==> src/rtl/fetch_pkg.sv <==
`default_nettype none
// +-----------------------------------------------------------------------+
// | Module   : fetch_pkg                                                  |
// | Purpose  : Shared constants, FSM state encoding and output-select     |
// |            encoding for the WISC-SP13 instruction-fetch stage.        |
// | Contents : NOP_INSTR_DEFAULT - bubble encoding (opcode 00001)         |
// |            HALT_OPCODE       - opcode that stops fetch                |
// |            fetch_state_t     - FETCH/WAIT/HOLD/DRAIN/HALTED           |
// |            out_sel_t         - source of instr_out                    |
// |            is_halt()         - opcode decode helper                   |
// | Revision : 1.0  initial release                                       |
// +-----------------------------------------------------------------------+
package fetch_pkg;

  localparam logic [15:0] NOP_INSTR_DEFAULT = 16'h0800;
  localparam logic [4:0]  HALT_OPCODE       = 5'b00000;

  typedef enum logic [2:0] {
    ST_FETCH  = 3'd0,
    ST_WAIT   = 3'd1,
    ST_HOLD   = 3'd2,
    ST_DRAIN  = 3'd3,
    ST_HALTED = 3'd4
  } fetch_state_t;

  typedef enum logic [1:0] {
    SEL_NOP  = 2'd0,
    SEL_MEM  = 2'd1,
    SEL_HOLD = 2'd2
  } out_sel_t;

  function automatic logic is_halt(input logic [15:0] instr);
    return (instr[15:11] == HALT_OPCODE);
  endfunction

endpackage
`default_nettype wire

==> src/rtl/fetch_fsm.sv <==
`default_nettype none
// +-----------------------------------------------------------------------+
// | Module   : fetch_fsm                                                  |
// | Purpose  : Control FSM of the fetch stage. Tracks the outstanding     |
// |            instruction-memory read, decides which source drives       |
// |            instr_out and emits strobes for the PC/hold datapath.      |
// | Ports    : clk, rst          - clock, synchronous active-high reset   |
// |            stall_in          - decode did not consume this cycle      |
// |            redirect_in       - taken branch/jump from downstream      |
// |            imem_done         - memory read completes this cycle       |
// |            data_is_halt      - imem_data carries a HALT opcode        |
// |            hold_is_halt      - hold register carries a HALT opcode    |
// |            imem_rd           - read request to instruction memory     |
// |            out_sel           - instr_out source (NOP / memory / hold) |
// |            flush, halted     - squash-bubble flag, fetch stopped      |
// |            pc_advance        - step PC by 2                           |
// |            hold_capture      - load hold register from imem_data      |
// |            hold_release      - hold register contents consumed        |
// |            drain_start       - latch current PC as drain address      |
// |            use_drain_addr    - drive imem_addr from drain address     |
// | Revision : 1.0  initial release                                       |
// +-----------------------------------------------------------------------+
module fetch_fsm
  import fetch_pkg::*;
(
  input  logic     clk,
  input  logic     rst,
  input  logic     stall_in,
  input  logic     redirect_in,
  input  logic     imem_done,
  input  logic     data_is_halt,
  input  logic     hold_is_halt,
  output logic     imem_rd,
  output out_sel_t out_sel,
  output logic     flush,
  output logic     halted,
  output logic     pc_advance,
  output logic     hold_capture,
  output logic     hold_release,
  output logic     drain_start,
  output logic     use_drain_addr
);

  fetch_state_t state_q;
  fetch_state_t state_d;

  always_ff @(posedge clk) begin
    if (rst) begin
      state_q <= ST_FETCH;
    end else begin
      state_q <= state_d;
    end
  end

  always_comb begin
    state_d        = state_q;
    imem_rd        = 1'b0;
    out_sel        = SEL_NOP;
    flush          = 1'b0;
    halted         = 1'b0;
    pc_advance     = 1'b0;
    hold_capture   = 1'b0;
    hold_release   = 1'b0;
    drain_start    = 1'b0;
    use_drain_addr = 1'b0;

    case (state_q)
      // FETCH and WAIT differ only in how they were entered; both keep the
      // request up at pc_q and react identically to imem_done.
      ST_FETCH, ST_WAIT: begin
        imem_rd = 1'b1;
        if (redirect_in) begin
          flush = 1'b1;
          if (imem_done) begin
            state_d = ST_FETCH;
          end else begin
            // The memory still owes us a word for the old address; it must
            // be allowed to finish before a new address is presented.
            state_d     = ST_DRAIN;
            drain_start = 1'b1;
          end
        end else if (imem_done) begin
          out_sel    = SEL_MEM;
          // A HALT never moves the PC past itself.
          pc_advance = !data_is_halt;
          if (stall_in) begin
            hold_capture = 1'b1;
            state_d      = ST_HOLD;
          end else if (data_is_halt) begin
            state_d = ST_HALTED;
          end else begin
            state_d = ST_FETCH;
          end
        end else begin
          state_d = ST_WAIT;
        end
      end

      ST_HOLD: begin
        if (redirect_in) begin
          flush        = 1'b1;
          hold_release = 1'b1;
          state_d      = ST_FETCH;
        end else begin
          out_sel = SEL_HOLD;
          if (!stall_in) begin
            hold_release = 1'b1;
            state_d      = hold_is_halt ? ST_HALTED : ST_FETCH;
          end
        end
      end

      ST_DRAIN: begin
        imem_rd        = 1'b1;
        use_drain_addr = 1'b1;
        // A second redirect only retargets pc_q; the drain address stays.
        if (redirect_in) begin
          flush = 1'b1;
        end
        if (imem_done) begin
          state_d = ST_FETCH;
        end
      end

      ST_HALTED: begin
        halted = 1'b1;
        if (redirect_in) begin
          flush   = 1'b1;
          state_d = ST_FETCH;
        end
      end

      default: begin
        state_d = ST_FETCH;
      end
    endcase

    // Reset abandons any outstanding read and suppresses every output.
    if (rst) begin
      state_d        = ST_FETCH;
      imem_rd        = 1'b0;
      out_sel        = SEL_NOP;
      flush          = 1'b0;
      halted         = 1'b0;
      pc_advance     = 1'b0;
      hold_capture   = 1'b0;
      hold_release   = 1'b0;
      drain_start    = 1'b0;
      use_drain_addr = 1'b0;
    end
  end

endmodule
`default_nettype wire

==> src/rtl/fetch_stage.sv <==
`default_nettype none
// +-----------------------------------------------------------------------+
// | Module   : fetch_stage                                                |
// | Purpose  : Instruction-fetch stage of the 5-stage WISC-SP13 pipeline. |
// |            Owns the PC, drives the stalling instruction memory and    |
// |            presents instruction + PC+2 to the fetch/decode register.  |
// | Params   : RESET_PC  - PC loaded by reset                             |
// |            NOP_INSTR - bubble encoding                                |
// | Ports    : clk, rst              - clock, sync active-high reset      |
// |            stall_in              - decode hazard, output not consumed |
// |            redirect_in/_pc       - taken branch/jump and its target   |
// |            imem_addr/rd          - memory request (held until done)   |
// |            imem_data/done/stall  - memory response                    |
// |            instr_out, pc_out     - instruction and its address + 2    |
// |            flush_out             - instr_out is a redirect bubble     |
// |            halted_out            - fetch stopped after HALT           |
// |            err_out               - misaligned target seen (sticky)    |
// | Revision : 1.0  initial release                                       |
// +-----------------------------------------------------------------------+
module fetch_stage
  import fetch_pkg::*;
#(
  parameter logic [15:0] RESET_PC  = 16'h0000,
  parameter logic [15:0] NOP_INSTR = NOP_INSTR_DEFAULT
)
(
  input  logic        clk,
  input  logic        rst,
  input  logic        stall_in,
  input  logic        redirect_in,
  input  logic [15:0] redirect_pc,
  output logic [15:0] imem_addr,
  output logic        imem_rd,
  input  logic [15:0] imem_data,
  input  logic        imem_done,
  input  logic        imem_stall,
  output logic [15:0] instr_out,
  output logic [15:0] pc_out,
  output logic        flush_out,
  output logic        halted_out,
  output logic        err_out
);

  // Memory busy is implied by imem_done being low; the flag itself is
  // not needed by the control path.
  logic unused_imem_stall;
  assign unused_imem_stall = imem_stall;

  logic [15:0] pc_q;
  logic [15:0] pc_plus2;
  logic [15:0] drain_addr;
  logic [15:0] hold_instr;
  logic [15:0] hold_pc;
  logic        hold_valid;
  logic        err_q;

  out_sel_t    out_sel;
  logic        pc_advance;
  logic        hold_capture;
  logic        hold_release;
  logic        drain_start;
  logic        use_drain_addr;
  logic        hold_is_halt;

  assign pc_plus2     = pc_q + 16'd2;
  assign hold_is_halt = hold_valid && is_halt(hold_instr);

  fetch_fsm u_fsm (
    .clk            (clk),
    .rst            (rst),
    .stall_in       (stall_in),
    .redirect_in    (redirect_in),
    .imem_done      (imem_done),
    .data_is_halt   (is_halt(imem_data)),
    .hold_is_halt   (hold_is_halt),
    .imem_rd        (imem_rd),
    .out_sel        (out_sel),
    .flush          (flush_out),
    .halted         (halted_out),
    .pc_advance     (pc_advance),
    .hold_capture   (hold_capture),
    .hold_release   (hold_release),
    .drain_start    (drain_start),
    .use_drain_addr (use_drain_addr)
  );

  always_ff @(posedge clk) begin
    if (rst) begin
      pc_q       <= RESET_PC;
      drain_addr <= RESET_PC;
      hold_instr <= NOP_INSTR;
      hold_pc    <= 16'h0000;
      hold_valid <= 1'b0;
      err_q      <= 1'b0;
    end else begin
      // Redirect wins over every other PC update. Bit 0 is forced low so
      // fetch stays word-aligned; the misalignment is only reported.
      if (redirect_in) begin
        pc_q <= {redirect_pc[15:1], 1'b0};
        if (redirect_pc[0]) begin
          err_q <= 1'b1;
        end
      end else if (pc_advance) begin
        pc_q <= pc_plus2;
      end

      // Remember the address of the read still in flight so the memory
      // sees a stable address while it is drained.
      if (drain_start) begin
        drain_addr <= pc_q;
      end

      if (redirect_in) begin
        hold_valid <= 1'b0;
      end else if (hold_capture) begin
        hold_instr <= imem_data;
        hold_pc    <= pc_plus2;
        hold_valid <= 1'b1;
      end else if (hold_release) begin
        hold_valid <= 1'b0;
      end
    end
  end

  assign imem_addr = use_drain_addr ? drain_addr : pc_q;
  assign err_out   = err_q & ~rst;

  always_comb begin
    instr_out = NOP_INSTR;
    pc_out    = pc_plus2;
    case (out_sel)
      SEL_MEM: begin
        instr_out = imem_data;
      end
      SEL_HOLD: begin
        instr_out = hold_instr;
        pc_out    = hold_pc;
      end
      default: begin
        instr_out = NOP_INSTR;
      end
    endcase
    if (rst) begin
      pc_out = 16'h0000;
    end
  end

endmodule
`default_nettype wire

==> config.mk <==
export PLATFORM = sky130hd
export DESIGN_NAME = fetch_stage
export DESIGN_NICKNAME = d
export VERILOG_FILES = /design/src/rtl/fetch_pkg.sv /design/src/rtl/fetch_fsm.sv /design/src/rtl/fetch_stage.sv
export SDC_FILE = /design/constraint.sdc
export NUM_CORES = 1
export LEC_CHECK = 0
export BUFFER_PORTS_ARGS = -buffer_cell sky130_fd_sc_hd__buf_2
export CORE_MARGIN = 2
export CORE_UTILIZATION = 30
export DETAILED_ROUTE_END_ITERATION = 12
export MAX_ROUTING_LAYER = met4
export RECOVER_POWER = 50
export SKIP_LAST_GASP = 1
export SYNTH_ARGS = -nofsm -noshare
export SYNTH_HDL_FRONTEND = slang
export SYNTH_SLANG_ARGS = --single-unit
==> constraint.sdc <==
create_clock -name clk -period 4.5 [get_ports clk]
set_input_delay 0.9 -clock clk [delete_from_list [all_inputs] [get_ports clk]]
set_output_delay 0.9 -clock clk [all_outputs]
set_load 0.1 [all_outputs]
---- After elaboration in Yosys (flattened, before gate mapping) ----
Index checks and enable logic that the tools add are counted.
word-level totals
  register bits after elaboration ......... 69
  input port bits ......................... 38
  word-level logic and storage cells ...... 85
operators by class
  add/sub/neg operators ................... 1
  equal/unequal tests ..................... 9
  mux-type cells .......................... 50
  bitwise operators ....................... 3
  reductions and logical operators ........ 14
operator list
  kind                     number
  $mux W16                 5
  $pmux W16 S2             1
  $mux W1                  29
  $mux W3                  9
  $add A16 B2 Y16 const B  1
  $pmux W3 S4              1
  $logic_not A5 Y1         2
  $mux W2                  4
  $eq A3 B2 Y1 const B     2
  $reduce_or A5 Y1         1
  $ne A2 B2 Y1 const B     2
  $pmux W2 S2              1
  $reduce_and A2 Y1        2
  $reduce_bool A2 Y1       2
  $reduce_or A2 Y1         2
  $eq A3 B1 Y1 const B     1
  $eq A3 B3 Y1 const B     1
  $logic_not A3 Y1         1
  $ne A3 B3 Y1 const B     1
  $reduce_and A3 Y1        1
  $reduce_or A3 Y1         1
  $eq A2 B1 Y1 const B     1
  $eq A2 B2 Y1 const B     1
  $not A1 Y1               2
  other kinds (3)          3

---- Depth between registers and ports, before layout ----
Gate-level depths: netlist of run 1.
  depth in word-level cells ............... 8
  depth in mapped cells ................... 9

---- Cells and area by module ----
A second synthesis of run 1 with hierarchy kept.
unflattened totals
  cells, all modules ...................... 471
  area, all modules ....................... 3743.6 µm²
modules (own cells, without submodules)
  module       instances  cells an instance  area each (µm²)  seq. area each (µm²)
  fetch_stage  1          432                3444.6           1261.2
  fetch_fsm    1          39                 299.0            60.1

---- Worst setup path after synthesis of run 1 ----
OpenSTA, ideal clock, no wires.
  kind .................................... input to output
  from .................................... input port rst
  to ...................................... output port pc_out[10]
  data arrival time ....................... 4.510 ns
  data required time ...................... 3.600 ns
  path slack .............................. -0.910 ns
  stages .................................. 9
  buffers on the path ..................... 2
  cells stage by stage .................... clkbuf_1 -> or2_2 -> nor2_8 -> inv_4 -> ha_1 -> inv_1 -> clkbuf_1 -> nor2_1 -> a211oi_1
between the ends
  word-level cells in the longest chain between the ends .. 4
RTL lines
  what             RTL line            source
  start, declared  fetch_stage.sv:28   input logic rst,
  $mux W2          fetch_fsm.sv:139    if (rst) begin
  $eq A2 B2 Y1     fetch_stage.sv:131  case (out_sel)
  $mux W16         fetch_stage.sv:131
  $mux W16 (*)     fetch_stage.sv:143  if (rst) begin
  end, declared    fetch_stage.sv:38   output logic [15:0] pc_out,
Every way passes the cells marked *; elsewhere a longest branch is shown, timed or not.

---- Worst setup path after layout of run 1 ----
  from .................................... input port imem_done
  to ...................................... output port pc_out[15]
between the ends
  word-level cells in the longest chain between the ends .. 7
RTL lines
  what             RTL line            source
  start, declared  fetch_stage.sv:35   input logic imem_done,
  $mux W1          fetch_fsm.sv:82     end else if (imem_done) begin
  $mux W2          fetch_fsm.sv:72     if (redirect_in) begin
  $pmux W2 S2      fetch_fsm.sv:67     case (state_q)
  $mux W2          fetch_fsm.sv:139
  $eq A2 B2 Y1     fetch_stage.sv:131
  $mux W16         fetch_stage.sv:131
  $mux W16         fetch_stage.sv:143
Every way passes these cells.

==> impl_results.md, run 1 <==
* Status: finished with violations
* Failing checks: max-capacitance violations, max-slew violations
* Final Cycle Share at about nine tenths
* Worst Path Buf+Inv at 5
* Final Wtd Congestion at 0.815
* Share of cells above drive strength 1 at 28.8%
* Pleak at 1.86 nW
* Final #Nets at 557
* Vias in the first global route at 3389
* Synth-to-layout area growth at 36.8%
* H-tree levels at 3
* CTS hold repair buffers at 0
* Crit path DAT at 3.19 ns
* 1st-pass router iterations at 4
* Number of synthesized flops with an enable pin at 0
* Worst EP required at 3.60 ns
* Antenna diodes at 0
* Vias per cell at 5.35
* Worst IR Drop VDD at 194 µV
* Final min period at 4.09 ns
* CTS tree: yes
* Post-synthesis sequential area ratio at 37.6%
* Clock Tree Buf Depth at 2
* Pre-CTS setup slack at ~0.55 ns
* Iter 0 DRT Violations at 223
* Setup slack after layout at 0.408 ns
* Wire length per cell at 15.9 µm
* Cell Area, Placed at around 4500 µm²
* Pwr/cell area at roughly 370 nW/µm²
* Fin area at slightly below 5000 µm²
* Slew HR at -8.07%
* Total Wirelength at between 10 and 15 mm
* Clock Latency Late Sink at 0.34 ns
* Initial antenna violation count at 0
* CTS clk-pin slew, worst paths at 0.07 ns
* GRT Overall Usage at 17.0%
* Worst Path Max Fanout at 22
* Most used DFF post-synth: dfxtp_1
* Post-CTS sizing at 0
* Fin Setup TNS at 0 ns
* Initial Utilization at 30.8%
* WS Path Type: input port to output pin
* Worst path slowest cell: or3b_4
* Hold Crit Class: register to register
* Maxcap violations at 1
* Core area at around 11000 µm²
* Clk sinks at 66
* Synth Register Bits at 66
* Die height at 112 µm
* Post-DRT Antenna Nets at 0
* Ys Warns at 0
* Pwr Total at about 1.8 mW
* Dpl hpwl at 7.14 mm
* Clk root buf: clkbuf_16
* Critical-path cell list: clkbuf_1, or3b_4, nor2_8, inv_4, ha_1, inv_1, buf_4, nor2_1, a211oi_1, buf_12
* Worst Clk Skew at 0.0120 ns
* Post-Syn Instances at ~460
* CP Capture Type: output pin
* Die ar. at roughly 13000 µm²
* Fmax at 244 MHz
* Post-synth ARST share at 0%
* Max Slew Vio Count at 41
* Vias at 3544
* Yosys cell types at between 40 and 50
* Hold_sp: drain_addr[14]$_SDFFE_PP0P_
* Die X-Extent at 112 µm
* Setup bufs post-CTS at 0
* Total gr overflow at 0
* Num ports at 90
* # fillers at 1166
* Syn_area_per_cell at around 7.7 µm²
* Setup violators final at 0
* First-pass GRT wire length at 17.0 mm
* Crit path max-delay family: buffers and inverters
* IO Port Bufs at 86
* Residual DRC at 0
* R2r setup slk at 2.17 ns
* CTS Buf Count at 9
* Worst reg2reg path startpoint: u_fsm.state_q[1]$_SDFFE_PP0P_
* Largest net degree at the start of global routing at 53
* Post-Synthesis Cell Area at about 3500 µm²
* Hold violation total from the final report at 0
* Worst slew pin tran at between 1.5 and 2 ns
* Row cnt at 39
* Crit path launch type: input port
* Utilization after layout at between 40% and 50%
* Crit. Startpoint: imem_done
* CP peak stage delay at 0.53 ns
* Unrepaired setup endpoints after global routing: false
cell usage after synthesis, types with 8 or more instances:
master / count / area share, %
o221ai_1: 8 / 2.0
o21ai_0: 15 / 2.1
a21oi_1: 26 / 3.7
nor2_1: 39 / 4.2
clkbuf_1: 31 / 3.3
mux2_2: 15 / 4.8
dfxtp_1: 66 / 38
nand2_1: 86 / 9.2
o2111ai_1: 9 / 2.2
a22oi_1: 15 / 3.2
a211oi_1: 11 / 2.4
nand3_1: 40 / 5.7
worst paths after layout:
path | end | depth (start not counted)
max | pc_out[15] | 10
min | drain_addr[14]$_SDFFE_PP0P_ | 2
max reg2reg | hold_pc[7]$_SDFFE_PP0P_ | 4
min reg2reg | drain_addr[14]$_SDFFE_PP0P_ | 2
cells in the final DEF (no fill, tap or decap), types with 2 or more instances in the layout:
cell type	n
clkbuf_1	5
buf_12	28
nand3_1	40
o211ai_1	5
a211oi_2	8
inv_6	2
nor2_2	14
a21oi_1	24
o21ai_0	15
o311ai_0	2
and3_1	4
buf_2	55
conb_1	2
or4_1	3
xor2_1	7
inv_1	7
a211oi_1	3
o2111ai_1	9
and4_1	3
a21oi_2	2
bufinv_16	2
inv_8	2
nand2_1	86
and2_1	2
mux2_2	15
nor4_1	3
a22oi_1	15
clkbuf_16	9
dfxtp_1	66
a32oi_1	3
buf_4	4
and2b_1	2
ha_1	4
nor2_1	26
nand4_1	6
a31oi_1	4
xnor2_1	6
or2_2	3
o221ai_1	8
power by group:
group          total [mW]  switching [mW]  internal [mW]
sequential          0.632          0.0268          0.605
clock               0.790           0.293          0.497
combinational       0.351           0.260         0.0911
stage by stage:
stage / std cells / hold WS [ns]
6_report: 663 / 0.452
5_1_grt: 663 / 0.471
4_1_cts: 663 / 0.455
3_5_place_dp: 647 / 0.446
3_3_place_gp: 647 / 0.439
2_1_floorplan: 456 / 0.429
flip-flops by register name (all words and copies together) (netlist names):
register and flops:
hold_instr 16, u_fsm.state_q 3, hold_pc 15, hold_valid 1
err_q 1, pc_q 15, drain_addr 15
cell type report:
class,count,area [µm²],share of cell area (%)
clock inverter,7,108,2.24
multi-input combinational,338,2060,42.8
tap,143,179,3.72
timing repair buffer,92,885,18.4
clock buffer,9,225,4.69
inverter,8,32.5,0.677
sequential,66,1320,27.5
logic make-up after synthesis:
kind of cell	Yosys count	synth area share, %
AOI/OAI and AO/OA	102	19.7
xor gates and xnor gates	13	3.24
adders and majority gates	4	1.43
buffers and inverters	52	6.23
DFF	66	37.6
muxes	16	5.09
other	1	0.107
and+or+nand+nor	201	26.6
tightest hold or removal path, cell delays in order, from the launching register on:
cell and delay, ns:
dfxtp_1 0.31, nand2_1 0.05, a21oi_1 0.05
per-layer routing:
layer  global-route usage [%]  wire length, µm
met1                     21.5             4710
met2                     27.3             5140
met3                     4.81              595
met4                     3.50              103
met5                        -                0
No activity file was read; power rests on OpenSTA's default activity.
==> run 2: changes to the inputs <==
--- a/config.mk
+++ b/config.mk
@@ -8,10 +8,12 @@
 export BUFFER_PORTS_ARGS = -buffer_cell sky130_fd_sc_hd__buf_2
 export CORE_MARGIN = 2
 export CORE_UTILIZATION = 30
+export CTS_CLUSTER_DIAMETER = 200
 export DETAILED_ROUTE_END_ITERATION = 12
 export MAX_ROUTING_LAYER = met4
 export RECOVER_POWER = 50
 export SKIP_LAST_GASP = 1
 export SYNTH_ARGS = -nofsm -noshare
 export SYNTH_HDL_FRONTEND = slang
+export SYNTH_HIERARCHICAL = 1
 export SYNTH_SLANG_ARGS = --single-unit
==> run 2 against run 1 <==
  * The run still ends with max-capacitance violations, max-slew violations left
  * Die area grew 6.3%
  * Via count decreased by 5.3%
  * Clock power down 19%
==> impl_results.md, run 2 <==
* Setup bufs post-CTS at 0 (unchanged)
* Most used DFF post-synth: dfxtp_1
* Share of cells above drive strength 1 at 27.4% (-1.5 points)
* Most numerous cell in the Yosys netlist: nor2_1
* Hold endpoint: hold_instr[5]$_SDFFE_PP0P_
* Row cnt at 40 (+2.6%)
* WS Path Type: input port to output pin
* H-tree levels at 3 (unchanged)
* Vias per cell at 4.76 (-11%)
* Dpl hpwl at 6.84 mm (-4.3%)
* Post-synthesis sequential area ratio at 35.3% (-2.3 points)
* Final Cycle Share at 90.7% (-0.20 points)
* Ys Warns at 6 (+6)
* Hold_sp: hold_instr[5]$_SDFFE_PP0P_
* Die X-Extent at 116 µm (+3.1%)
* Register with the most flip-flops: hold_instr
* Dominant cell type by area after synthesis: dfxtp_1
* Yosys cell types at 51 (+4.1%)
* Post-Synth Simple-Gate Area at 26.2% (-0.38 points)
* IO Port Bufs at 86 (unchanged)
* Slew HR at -9.93% (-1.9 points)
* 1st-pass router iterations at 4 (unchanged)
* Final Wtd Congestion at 0.841 (+3.2%)
* Post-CTS sizing at 0 (unchanged)
* Crit path launch type: input port
* Worst Clk Skew at 0.00789 ns (-0.00415 ns)
* Hold violation total from the final report at 0 (unchanged)
* CTS tree: yes
* Fmax at 245 MHz (+0.22%)
* Post-Synthesis Cell Area at 3740 µm² (+6.6%)
* Synth area leaders: dfxtp_1 (35%), nor2_1 (7.6%), mux2i_1 (5.3%)
* Clock Latency Late Sink at 0.33 ns (about the same)
* Max Slew Vio Count at 37 (-9.8%)
* WL met3 at 435 µm (-27%)
* Hold Crit Depth at 2 (unchanged)
* Most frequent cells in the layout: nor2_1 (76), dfxtp_1 (66), buf_2 (56)
* Antenna diodes at 0 (unchanged)
* Status: finished with violations
* Initial antenna violation count at 0 (unchanged)
* Die height at 116 µm (+3.1%)
* GRT Overall Usage at 14.9% (-2.1 points)
* Pwr Total at 1.61 mW (-9.3%)
* Iter 0 DRT Violations at 192 (-14%)
* Top sig layer: met4
* Num ports at 90 (unchanged)
* Clk root buf: clkbuf_16
* Worst reg2reg path startpoint: u_fsm/state_q[2]$_SDFFE_PP0P_
* Final min period at 4.08 ns (-0.00883 ns)
* Synth Register Bits at 66 (unchanged)
* Vias at 3357 (-5.3%)
* Met2 wire len at 4.12 mm (-20%)
* Fin area at 5020 µm² (+4.6%)
* Wire length per cell at 13.3 µm (-17%)
* First-pass GRT wire length at 15.6 mm (-8.3%)
* Post-synth ARST share at 0% (unchanged)
* Hold Crit Class: register to register
* Total Wirelength at 9.36 mm (-11%)
* CTS Buf Count at 9 (unchanged)
* Most frequent cells after synthesis: nor2_1 (76), dfxtp_1 (66), nand2_1 (49), a21oi_1 (35), clkbuf_1 (29)
* CTS clk-pin slew, worst paths at 0.06 ns (about the same)
* Clock Tree Buf Depth at 2 (unchanged)
* Post-DRT Antenna Nets at 0 (unchanged)
* Largest net degree at the start of global routing at 73 (+38%)
* CTS hold repair buffers at 0 (unchanged)
* Vias in the first global route at 3172 (-6.4%)
* Crit path DAT at 3.18 ns (about the same)
* Die ar. at 13400 µm² (+6.3%)
* Post-synthesis adder-cell area fraction at 1.00% (-0.42 points)
* Met1 Wirelength at 4.69 mm (-0.53%)
* Failing checks: max-capacitance violations, max-slew violations
* Setup violators final at 0 (unchanged)
* Reg-to-Reg End: hold_instr[10]$_SDFFE_PP0P_
* Mux share of post-synthesis cell area at 9.26% (+4.2 points)
* Post-Syn Instances at 471 (+3.5%)
* Post-synthesis compound-gate area fraction at 15.5% (-4.1 points)
* Max reg flops at 16 (unchanged)
* Unrepaired setup endpoints after global routing: false
* Most common cell after layout, fill and taps aside: nor2_1
* CP Capture Type: output pin
* Clk sinks at 66 (unchanged)
* Residual DRC at 0 (unchanged)
* Maxcap violations at 1 (unchanged)
* Worst reg-to-reg path cell count at 7 (+3)
* Synth-to-layout area growth at 34.2%
* Cell Area, Placed at 4790 µm² (+6.7%)
* Top cell type's share of synthesized area at 35.3% (-2.3 points)
* Worst slew pin tran at 1.65 ns (+0.0279 ns)
* Total gr overflow at 0 (unchanged)
* Core area at 12100 µm² (+6.1%)
* Worst IR Drop VDD at 150 µV (-23%)
* Worst Path Max Fanout at 11 (-50%)
* Number of synthesized flops with an enable pin at 0 (unchanged)
* Final #Nets at 573 (+2.9%)
* Largest family of logic cells by synthesized area: simple AND/OR/NAND/NOR gates
* Pwr/cell area at 320 nW/µm² (-13%)
* Syn_area_per_cell at 7.95 µm² (+3.0%)
* R2r setup slk at 1.19 ns (-0.98 ns)
* Initial Utilization at 30.9% (+0.15 points)
* Pleak at 1.85 nW (-0.48%)
* Worst EP required at 3.60 ns (about the same)
* Synthesized-area fraction occupied by xor and xnor cells at 5.38% (+2.1 points)
-- run 2: changes by cell type after synthesis, moves of 10 or more --
| cell | previous run | this run |
|---|---|---|
| nand2_1 | 86 | 49 |
| nor2_1 | 39 | 76 |
| nand3_1 | 40 | 4 |
| mux2i_1 | 1 | 20 |
| nor3_1 | 1 | 17 |
| xnor2_1 | 6 | 16 |
-- run 2: worst max path at each step --
stage / end / cells after the start / slack, ns / start
after floorplan: imem_addr[13] / 5 / -0.09 / rst
after global placement: pc_out[10] / 10 / 0.52 / imem_done
after detailed placement: pc_out[9] / 10 / 0.47 / imem_done
after CTS: pc_out[9] / 10 / 0.45 / imem_done
after global routing: pc_out[7] / 10 / 0.19 / imem_done
final: pc_out[15] / 10 / 0.42 / imem_done
-- run 2: logic make-up (layout without fill, tap and decap cells) --
group / after synthesis / after routing
flops: 66 / 66
simple gates: 192 / 192
buf+inv: 63 / 128
xor+xnor: 23 / 23
other cells: 1 / 2
compound gates: 90 / 90
fa+ha+maj: 3 / 3
mux: 33 / 33
-- run 2: metrics by stage --
stage | hold slack, ns | util, % | setup slack, ns | setup TNS [ns] | cells
floorplan | 0.429 | - | -0.0874 | -0.307 | 472
global placement | 0.443 | 39.5 | 0.517 | 0 | 689
detailed placement | 0.450 | 39.5 | 0.467 | 0 | 689
CTS | 0.458 | 41.8 | 0.448 | 0 | 705
global route | 0.473 | 41.5 | 0.194 | 0 | 705
finish | 0.457 | 41.5 | 0.417 | 0 | 705
-- run 2: area by class of cell --
cell class,instances,area (µm²)
inverter,15,56.3
clock buffer,9,225
sequential,66,1320
fill,1201,7090
multi-input combinational,343,2270
clock inverter,7,46.3
tap,168,210
timing repair buffer,97,900
-- run 2: critical path, cell delays in order --
cell and delay [ns]:
clkbuf_1 0.16, or3b_1 0.42, nor3_1 0.29, inv_1 0.09
ha_1 0.22, inv_1 0.34, buf_4 0.23, nor2_1 0.07
a211oi_4 0.25, buf_12 0.21
-- run 2: where the power goes --
part | total [mW] | internal [mW] | leakage, nW | switching (mW)
sequential | 0.630 | 0.602 | 0.537 | 0.0282
combinational | 0.342 | 0.0993 | 1.19 | 0.243
clock | 0.636 | 0.370 | 0.127 | 0.266
total | 1.61 | 1.07 | 1.85 | 0.537
-- run 2: layer usage --
layer / track usage, % / vias up
li1: - / 1729
met1: 20.1 / 1532
met2: 22.5 / 85
met3: 2.67 / 11
met4: 5.00 / 0
met5: - / -
==> run 3: changes to the inputs <==
--- a/config.mk
+++ b/config.mk
@@ -5,6 +5,7 @@
 export SDC_FILE = /design/constraint.sdc
 export NUM_CORES = 1
 export LEC_CHECK = 0
+export ABC_AREA = 1
 export BUFFER_PORTS_ARGS = -buffer_cell sky130_fd_sc_hd__buf_2
 export CORE_MARGIN = 2
 export CORE_UTILIZATION = 30
==> run 3 against run 2 <==
  * The flow now finishes without violations
  * Synthesized cell count up 16%
  * Critical endpoint is now instr_out[9]
  * Die area is 3.9% lower
  * Worst hold slack improved by 0.0017 ns
  * Via count is 11% higher
  * Highest routed layer unchanged
  * Maximum frequency grew 6.4%
  * Largest power group unchanged
  * Final area shrank 6.3%
  * Critical path depth down 2
  * Sequential power shrank 0.8%
==> impl_results.md, run 3 <==
* Status: finished, final reports clean
* Setup slack after layout at 0.664 ns (+0.247 ns)
* Max Slew Vio Count at 0 (-100%)
* Vias at 3713 (+11%)
* CTS clk-pin slew, worst paths at 0.06 ns (about the same)
* Worst EP required at 3.60 ns (about the same)
* Syn_area_per_cell at 6.56 µm² (-17%)
* Finished Layout Cells at 766 (+8.7%)
* Crit path max-delay family: buffers and inverters
* Fmax at 261 MHz (+6.4%)
* Maxcap violations at 0 (-1)
* Dpl hpwl at 7.24 mm (+5.8%)
* Vias per cell at 4.85 (+1.8%)
* Worst Clk Skew at 0.00638 ns (-0.00150 ns)
* Worst slew pin tran at 1.16 ns (-0.487 ns)
* Die X-Extent at 113 µm (-2.0%)
* Pleak at 2.05 nW (+11%)
* 1st-pass router iterations at 5 (+1)
* Crit path DAT at 2.94 ns (-0.24 ns)
* Largest net degree at the start of global routing at 38 (-48%)
* Clk root buf: clkbuf_16
* Share of cells above drive strength 1 at 20.4% (-7.0 points)
* Worst Path Buf+Inv at 2 (-3)
* GRT Overall Usage at 16.5% (+1.6 points)
* Worst IR Drop VDD at 179 µV (+19%)
* Synth Register Bits at 66 (unchanged)
* Max reg flops at 16 (unchanged)
* Hold_sp: err_q$_SDFFE_PP0P_
* Worst reg2reg path startpoint: u_fsm/state_q[2]$_SDFFE_PP0P_
* Setup bufs post-CTS at 0 (unchanged)
* Total gr overflow at 0 (unchanged)
* CP peak stage delay at 0.54 ns (+0.12 ns)
* IO Port Bufs at 86 (unchanged)
* Number of synthesized flops with an enable pin at 0 (unchanged)
* Met3 Use GR at 3.40% (+0.73 points)
* Vias in the first global route at 3534 (+11%)
* Most used DFF post-synth: dfxtp_1
* Post-DRT Antenna Nets at 0 (unchanged)
* Most common cell after layout, fill and taps aside: nand2_1
* Register with the most flip-flops: hold_instr
* Post-Syn Instances at 548 (+16%)
* Iter 0 DRT Violations at 245 (+28%)
* Placed Cells at 750 (+8.9%)
* Crit. Startpoint: redirect_in
* Most frequent cells in the layout: nand2_1 (101), a21oi_1 (76), inv_1 (71)
* Post-synthesis sequential area ratio at 36.8% (+1.5 points)
* Residual DRC at 0 (unchanged)
* # fillers at 1176 (-2.1%)
* Worst path slowest cell: ha_1
* Global Route met2 Usage at 26.0% (+3.5 points)
* Critical-path cell list: buf_2, nor2_1, nand2_1, nor2_1, ha_1, nand2_1, a21oi_1, buf_2
* CTS Buf Count at 9 (unchanged)
* Post-Synthesis Cell Area at 3590 µm² (-4.0%)
* Post-synth ARST share at 0% (unchanged)
* Wire length per cell at 13.0 µm (-2.0%)
* Clock Tree Buf Depth at 2 (unchanged)
* Initial antenna violation count at 0 (unchanged)
* Synth area leaders: dfxtp_1 (37%), a21oi_1 (10%), nand2_1 (10%)
* Hold Crit Class: register to register
* Hold violation total from the final report at 0 (unchanged)
* Pre-CTS setup slack at 0.665 ns (+0.198 ns)
* Most numerous cell in the Yosys netlist: nand2_1
* CTS hold repair buffers at 0 (unchanged)
* Utilization after layout at 40.7% (-0.79 points)
* Post-CTS sizing at 0 (unchanged)
* Die height at 113 µm (-2.0%)
* Final min period at 3.84 ns (-0.247 ns)
* Final Cycle Share at 85.2% (-5.5 points)
* Core area at 11600 µm² (-4.5%)
* Unrepaired setup endpoints after global routing: false
* Met1 Use GR at 21.0% (+0.84 points)
* Clk sinks at 66 (unchanged)
* Row cnt at 39 (-2.5%)
* Crit path launch type: input port
* Setup violators final at 0 (unchanged)
* CP Capture Type: output pin
* Slew HR at 22.9% (+33 points)
* Antenna diodes at 0 (unchanged)
* Final #Nets at 659 (+15%)
* First-pass GRT wire length at 16.7 mm (+7.4%)
* Total Wirelength at 9.97 mm (+6.5%)
* CTS tree: yes
* Num ports at 90 (unchanged)
* R2r setup slk at 1.57 ns (+0.38 ns)
* Worst Path Max Fanout at 24 (+13)
* GR peak layer: met2
* Yosys cell types at 32 (-37%)
* Ys Warns at 6 (unchanged)
* Synth-to-layout area growth at 31.0%
* Most frequent cells after synthesis: nand2_1 (100), a21oi_1 (75), o21ai_0 (72), inv_1 (69), dfxtp_1 (66)
* Final Wtd Congestion at 0.816 (-3.0%)
* H-tree levels at 3 (unchanged)
* Top cell type's share of synthesized area at 36.8% (+1.5 points)
* Dominant cell type by area after synthesis: dfxtp_1
* Pwr/cell area at 355 nW/µm² (+11%)
* Die ar. at 12900 µm² (-3.9%)
* Clock Latency Late Sink at 0.34 ns (about the same)
* Initial Utilization at 31.1% (+0.16 points)
* WS Path Type: input port to output pin
* Worst hold slack at 0.458 ns (+0.00167 ns)
run 3: changes by cell type after synthesis, sizes merged, moves of 12 or more:
cell / before / now
nor3: 19 / 7
a21oi: 35 / 76
mux2i: 20 / 0
a211oi: 17 / 1
nor2: 76 / 57
o21ai: 6 / 81
xnor2: 16 / 0
nand2: 49 / 104
mux2: 13 / 0
inv: 15 / 74
run 3: worst register-to-register path, delay by kind of cell, from the launching register on:
| kind | cells | cell delay (ns) |
|---|---|---|
| AOI/OAI and AO/OA | 2 | 0.32 |
| buffers and inverters | 1 | 0.90 |
| DFF | 1 | 0.40 |
| and+or+nand+nor | 4 | 1.23 |
run 3: report_power, final:
group	switching [mW]	internal [mW]
Sequential	0.0178	0.607
Combinational	0.245	0.0848
Clock	0.260	0.456
Total	0.523	1.15
run 3: kinds of logic after synthesis:
logic type	after synthesis	share of synthesized area, %
AND/OR/NAND/NOR	189	22.8
XOR/XNOR	7	1.92
AO/OA/AOI/OAI	173	25.4
adder cells (fa/ha/maj)	3	1.04
buffers and inverters	109	12.0
other	1	0.104
flip-flops	66	36.8
run 3: layout make-up:
type	instances	area [µm²]	share of cell area [%]
timing repair buffer	93	776	16.5
tap	143	179	3.80
clock inverter	5	52.6	1.12
sequential	66	1320	28.1
inverter	74	278	5.90
multi-input combinational	374	1850	39.3
clock buffer	11	253	5.37
run 3: stage by stage:
step                instance area, µm²  setup TNS, ns  power, mW
floorplan                         3600         -0.410      0.873
global placement                  4420              0      0.963
detailed placement                4420              0      0.969
CTS                               4730              0       1.69
global route                      4710              0       1.74
finish                            4710              0       1.67
run 3: layer usage:
layer | share of wire, % | up-vias
met5 | 0 | -
met4 | 2.3 | 0
met3 | 4.3 | 16
met2 | 45 | 103
met1 | 48 | 1680
li1 | - | 1914
run 3: worst paths after layout:
| path | endpoint | depth (start not counted) |
|---|---|---|
| worst max-delay path | instr_out[9] | 8 |
| worst min register to register | err_q$_SDFFE_PP0P_ | 2 |
| worst min-delay path | err_q$_SDFFE_PP0P_ | 2 |
| worst max register to register | hold_pc[2]$_SDFFE_PP0P_ | 7 |
